File: src/rtl/smoldvi_tmds_encoder_if.sv
// Symbol-stream bundle for one TMDS colour channel: pixel/control inputs in,
// one 10-bit TMDS symbol out per pixel clock.
interface smoldvi_tmds_encoder_if;
    logic       den;
    logic [7:0] d;
    logic [1:0] c;
    logic [9:0] q;

    modport master (
        output den,
        output d,
        output c,
        input  q
    );

    modport slave (
        input  den,
        input  d,
        input  c,
        output q
    );
endinterface

File: src/rtl/smoldvi_tmds_encoder.sv
// Two-stage DVI TMDS encoder for one colour channel: stage 1 builds the
// transition-minimised q_m word, stage 2 applies DC balancing or control symbols.
module smoldvi_tmds_encoder (
    input  logic                         clk_pix,
    input  logic                         rst_pix,
    smoldvi_tmds_encoder_if.slave        bus
);

    function automatic logic [3:0] popcount8(input logic [7:0] v);
        logic [3:0] n;
        n = 4'd0;
        for (int i = 0; i < 8; i++) begin
            n = n + {3'd0, v[i]};
        end
        return n;
    endfunction

    // q_m[8] set means the XOR chain was used, clear means XNOR.
    function automatic logic [8:0] qm_encode(input logic [7:0] v);
        logic [3:0] n1;
        logic       use_xnor;
        logic [8:0] r;
        n1       = popcount8(v);
        use_xnor = (n1 > 4'd4) || ((n1 == 4'd4) && (v[0] == 1'b0));
        r        = 9'd0;
        r[0]     = v[0];
        for (int i = 1; i < 8; i++) begin
            r[i] = (r[i-1] ^ v[i]) ^ use_xnor;
        end
        r[8] = ~use_xnor;
        return r;
    endfunction

    function automatic logic [9:0] ctrl_symbol(input logic [1:0] code);
        logic [9:0] s;
        case (code)
            2'b00:   s = 10'h354;
            2'b01:   s = 10'h0AB;
            2'b10:   s = 10'h154;
            2'b11:   s = 10'h2AB;
            default: s = 10'h354;
        endcase
        return s;
    endfunction

    logic       den_s1_d;
    logic       den_s1_q;
    logic [1:0] c_s1_d;
    logic [1:0] c_s1_q;
    logic [8:0] qm_s1_d;
    logic [8:0] qm_s1_q;

    logic [5:0] cnt_d;
    logic [5:0] cnt_q;
    logic [9:0] sym_d;
    logic [9:0] sym_q;

    logic [3:0] n1q_s;
    logic [5:0] diff_s;
    logic       qm8_s;
    logic       cnt_zero_s;
    logic       cnt_pos_s;
    logic       cnt_neg_s;
    logic       balanced_s;
    logic       ones_more_s;
    logic       zeros_more_s;

    // Stage 1 next state: capture mode and control code, build q_m from pixel data.
    always_comb begin
        den_s1_d = bus.den;
        c_s1_d   = bus.c;
        qm_s1_d  = qm_encode(bus.d);
    end

    // Stage 1 registers.
    always_ff @(posedge clk_pix) begin
        if (rst_pix) begin
            den_s1_q <= 1'b0;
            c_s1_q   <= 2'b00;
            qm_s1_q  <= 9'd0;
        end else begin
            den_s1_q <= den_s1_d;
            c_s1_q   <= c_s1_d;
            qm_s1_q  <= qm_s1_d;
        end
    end

    // Stage 2 decision terms; n1q - n0q equals 2*n1q - 8 over the eight data bits.
    always_comb begin
        qm8_s        = qm_s1_q[8];
        n1q_s        = popcount8(qm_s1_q[7:0]);
        diff_s       = {1'b0, n1q_s, 1'b0} - 6'd8;
        cnt_zero_s   = (cnt_q == 6'd0);
        cnt_neg_s    = cnt_q[5];
        cnt_pos_s    = ~cnt_q[5] & ~cnt_zero_s;
        balanced_s   = (n1q_s == 4'd4);
        ones_more_s  = (n1q_s > 4'd4);
        zeros_more_s = (n1q_s < 4'd4);
    end

    // Stage 2 next state: symbol selection and running-disparity update (mod-64 two's complement).
    always_comb begin
        sym_d = sym_q;
        cnt_d = cnt_q;
        if (!den_s1_q) begin
            sym_d = ctrl_symbol(c_s1_q);
            cnt_d = 6'd0;
        end else if (cnt_zero_s || balanced_s) begin
            sym_d = {~qm8_s, qm8_s, (qm8_s ? qm_s1_q[7:0] : ~qm_s1_q[7:0])};
            if (qm8_s) begin
                cnt_d = cnt_q + diff_s;
            end else begin
                cnt_d = cnt_q - diff_s;
            end
        end else if ((cnt_pos_s && ones_more_s) || (cnt_neg_s && zeros_more_s)) begin
            sym_d = {1'b1, qm8_s, ~qm_s1_q[7:0]};
            cnt_d = cnt_q + {4'd0, qm8_s, 1'b0} - diff_s;
        end else begin
            sym_d = {1'b0, qm8_s, qm_s1_q[7:0]};
            cnt_d = cnt_q - {4'd0, ~qm8_s, 1'b0} + diff_s;
        end
    end

    // Stage 2 registers; reset leaves the link idling on control code 00.
    always_ff @(posedge clk_pix) begin
        if (rst_pix) begin
            cnt_q <= 6'd0;
            sym_q <= 10'h354;
        end else begin
            cnt_q <= cnt_d;
            sym_q <= sym_d;
        end
    end

    assign bus.q = sym_q;

endmodule

File: src/flat_wrapper.sv
// flat-port wrapper written by rule: the top's interface ports become plain ports
module smoldvi_tmds_encoder_flat 
  (clk_pix, rst_pix, bus_den, bus_d, bus_c, bus_q);
  smoldvi_tmds_encoder_if bus_i ();
  input  logic clk_pix;
  input  logic rst_pix;
  input wire logic [$bits(bus_i.den)-1:0] bus_den;
  input wire logic [$bits(bus_i.d)-1:0] bus_d;
  input wire logic [$bits(bus_i.c)-1:0] bus_c;
  output wire logic [$bits(bus_i.q)-1:0] bus_q;
  assign bus_i.den = bus_den;
  assign bus_i.d = bus_d;
  assign bus_i.c = bus_c;
  assign bus_q = bus_i.q;
  smoldvi_tmds_encoder u_core (.clk_pix(clk_pix), .rst_pix(rst_pix), .bus(bus_i));
endmodule
File: config.mk
export PLATFORM = sky130hd
export DESIGN_NAME = smoldvi_tmds_encoder_flat
export DESIGN_NICKNAME = d
export VERILOG_FILES = /design/src/rtl/smoldvi_tmds_encoder_if.sv /design/src/rtl/smoldvi_tmds_encoder.sv /design/src/flat_wrapper.sv
export SDC_FILE = /design/constraint.sdc
export NUM_CORES = 1
export LEC_CHECK = 0
export CAP_MARGIN = 15
export CORE_AREA = 2 2 79 100
export CTS_BUF_LIST = sky130_fd_sc_hd__clkbuf_8
export CTS_CLUSTER_SIZE = 40
export DETAILED_ROUTE_END_ITERATION = 7
export DIE_AREA = 0 0 81 102
export HOLD_SLACK_MARGIN = 0.08
export RECOVER_POWER = 50
export SKIP_CTS_REPAIR_TIMING = 1
export SKIP_LAST_GASP = 1
export SYNTH_ARGS = -nofsm -noshare
export SYNTH_HDL_FRONTEND = slang
export SYNTH_SLANG_ARGS = --single-unit
File: constraint.sdc
create_clock -name clk_pix -period 5.6 [get_ports clk_pix]
set_clock_uncertainty 0.15 [all_clocks]
set_input_delay 0.84 -clock clk_pix [delete_from_list [all_inputs] [get_ports clk_pix]]
set_output_delay 0.84 -clock clk_pix [all_outputs]
set_load 0.01 [all_outputs]
==> metrics.csv <==
metric;value;unit
Overflow after GRT;0;
Hold Path Class;reg2reg;
top cell type's share of synthesized area;25.1;%
Starting Density;29.6;%
f_max;203;MHz
Final ANT Viol Nets;0;
top cells by instance count after synthesis;37 x inv_1, 31 x ha_1, 27 x dfxtp_1;
post-synthesis register bit count;27;
initial antenna violation count;0;
mux cell area share after synthesis;1.45;%
root buffer cell;clkbuf_8;
FF-to-FF path depth;16;
yosys warns;0;
Distinct cells, synth;38;
clock buffer depth;2;
routed vias/inst;4.57;
Net Count, Synth;283;
met3 Use GR;1.86;%
largest family of logic cells by synthesized area;adder cells;
Hold Slack;0.357;ns
CP max FO;5;
routing usage on met2;19.9;%
Final min period;4.92;ns
Most used DFF post-synth;dfxtp_1;
Total GRT Usage;10.6;%
DRT Pass-1 Iters;4;
Die ar.;0.00826;sq mm
post-synthesis simple-gate area fraction;9.59;%
Worst-path clk slew;0.09;ns
wirelength, routed;3.92;mm
Port Buf Inserts;22;
Adder-Cell Fraction of Synth Area;30.1;%
Worst R2R Start;u_core.qm_s1_q[0]$_SDFF_PP0_;
met1 Resource Use GR;13.0;%
WS Path Type;in2reg;
Post-Syn Area;0.00215;sq mm
Slew headroom;49.3;%
reg2reg end;u_core.cnt_q[5]$_SDFF_PP0_;
Compound-Gate Fraction of Synth Area;15.7;%
hold path depth;1;
most frequent cell after synthesis;inv_1;
status;finished, final reports clean;
nets@finish;308;
FILL cells;784;
crit path DAT;4.91;ns
CP required;5.59;ns
Rows;35;
HPWL Detailed;3.34;mm
Die X;81;microns
unrepaired setup endpoints after global routing;false;
Max Cap Violations;0;
WL/cell;11.5;microns
Diodes inserted;0;
Slew Viols, Final;0;
DR iter-0 viols;72;
Seq/Total Area, Yosys;25.1;%
Synth Area in XOR/XNOR;11.0;%
Yosys top cell by area;dfxtp_1;
number of global-route vias before repair;1585;
die height;102;microns
setup_tns;0;ns
DR vias;1564;
share of cells above drive strength 1;6.40;%
endpoints failing setup;0;
RD Place Congestion;0.832;
Post-route DRC;0;
start point of the worst hold path;u_core.qm_s1_q[1]$_SDFF_PP0_;
worst skew pair latency;0.27;ns
Mapped Avg Cell Area;9.53;sq um
largest net degree at the start of global routing;23;
final hold vios;0;
global-route wire length before repair;7.07;mm
Post-synth EDFFs;0;
Worst Max-Slew Pin Slew;0.758;ns
Area growth syn-to-layout;17.6;%
final cycle utilization of the critical path;87.8;%
Hold Path Sink;u_core.bus.q[1]$_SDFF_PP0_;
CTS Buf Count;3;
Async SR Flop Fraction;0;%
Critical Path Source Type;primary input;
Area contributors post-synth;dfxtp_1 25%, ha_1 18%, fa_1 12%, xnor2_1 7.3%, inv_1 6.4%;
Syn Inst Count;226;
H-tree depth;1;
Worst Setup End Kind;flip-flop;
R2R setup slack;0.70;ns
Most Crowded Layer GR;met2;
clk sinks;27;
CTS tree;yes;
CORE AREA;0.00727;sq mm
I/O pin count;23;
## kinds of logic after synthesis
| family | count (synthesis) |
|---|---|
| buffers and inverters | 40 |
| XOR/XNOR | 27 |
| AND/OR/NAND/NOR | 37 |
| multiplexers | 3 |
| adder cells (fa/ha/maj) | 44 |
| AO/OA/AOI/OAI | 48 |
| flip-flops | 27 |
## metal layers
layer	share of wire [%]	wire length (microns)
met3	2.3	90
met5	0	0
met2	55	2160
met1	43	1670
met4	0	0
## sequential cells by signal, indices dropped and copies added, names as in the netlist
signal           count
u_core.qm_s1_q       9
u_core.cnt_q         5
u_core.den_s1_q      1
u_core.c_s1_q        2
u_core.bus.q        10
## worst max-delay path, stage by stage
cell and delay, ns:
dlygate4sd3_1 0.58, ha_1 0.33, inv_1 0.10, fa_1 0.43, fa_1 0.49, inv_1 0.05
fa_1 0.40, fa_1 0.45, nor3b_1 0.26, o21ai_0 0.11, a21oi_1 0.48, xnor2_1 0.20
xnor2_1 0.14, nor2_1 0.05
## placed cells by master (no fill, tap or decap), drive strengths merged, types with 2 or more instances in the layout
master,n
nor3b,2
nand2,5
xor2,9
mux2i,2
a221oi,5
ha,31
o21ai,12
dlygate4sd3,12
fa,13
nor2b,10
xnor2,18
a21oi,17
inv,37
a21o,6
a31oi,2
clkdlybuf4s50,10
nor2,11
a211oi,2
dfxtp,27
nor3,2
clkbuf,3
## worst max-delay path by stage
stage                                            start                           end
final                                         bus_d[0]  u_core.qm_s1_q[7]$_SDFF_PP0_
after global routing                          bus_d[0]  u_core.qm_s1_q[7]$_SDFF_PP0_
after CTS                 u_core.qm_s1_q[0]$_SDFF_PP0_    u_core.cnt_q[5]$_SDFF_PP0_
after detailed placement                      bus_d[0]  u_core.qm_s1_q[7]$_SDFF_PP0_
after global placement                        bus_d[0]  u_core.qm_s1_q[7]$_SDFF_PP0_
after floorplan           u_core.qm_s1_q[0]$_SDFF_PP0_    u_core.cnt_q[5]$_SDFF_PP0_
## metrics by stage
step | util, % | instances | setup slack, ns | cell area (sq um)
6_report | 34.8 | 342 | 0.684 | 2530
5_1_grt | 34.8 | 342 | 0.381 | 2530
4_1_cts | 34.8 | 342 | 0.655 | 2530
3_5_place_dp | 34.2 | 338 | 0.469 | 2480
3_3_place_gp | 34.2 | 338 | 0.642 | 2480
2_1_floorplan | - | 226 | 1.00 | 2150
## layout make-up
type | count | area, sq um | area share, %
flip-flops and latches | 27 | 541 | 21.3
multi-input cells | 159 | 1460 | 57.7
inverters | 37 | 139 | 5.48
repair buffers | 23 | 228 | 8.99
well taps | 92 | 115 | 4.55
clock inverters | 1 | 7.51 | 0.296
clock buffers | 3 | 41.3 | 1.63
Power is left out: the tool's default activity adds up to more than one toggle a clock period on the data nets, which glitch-free logic cannot reach.
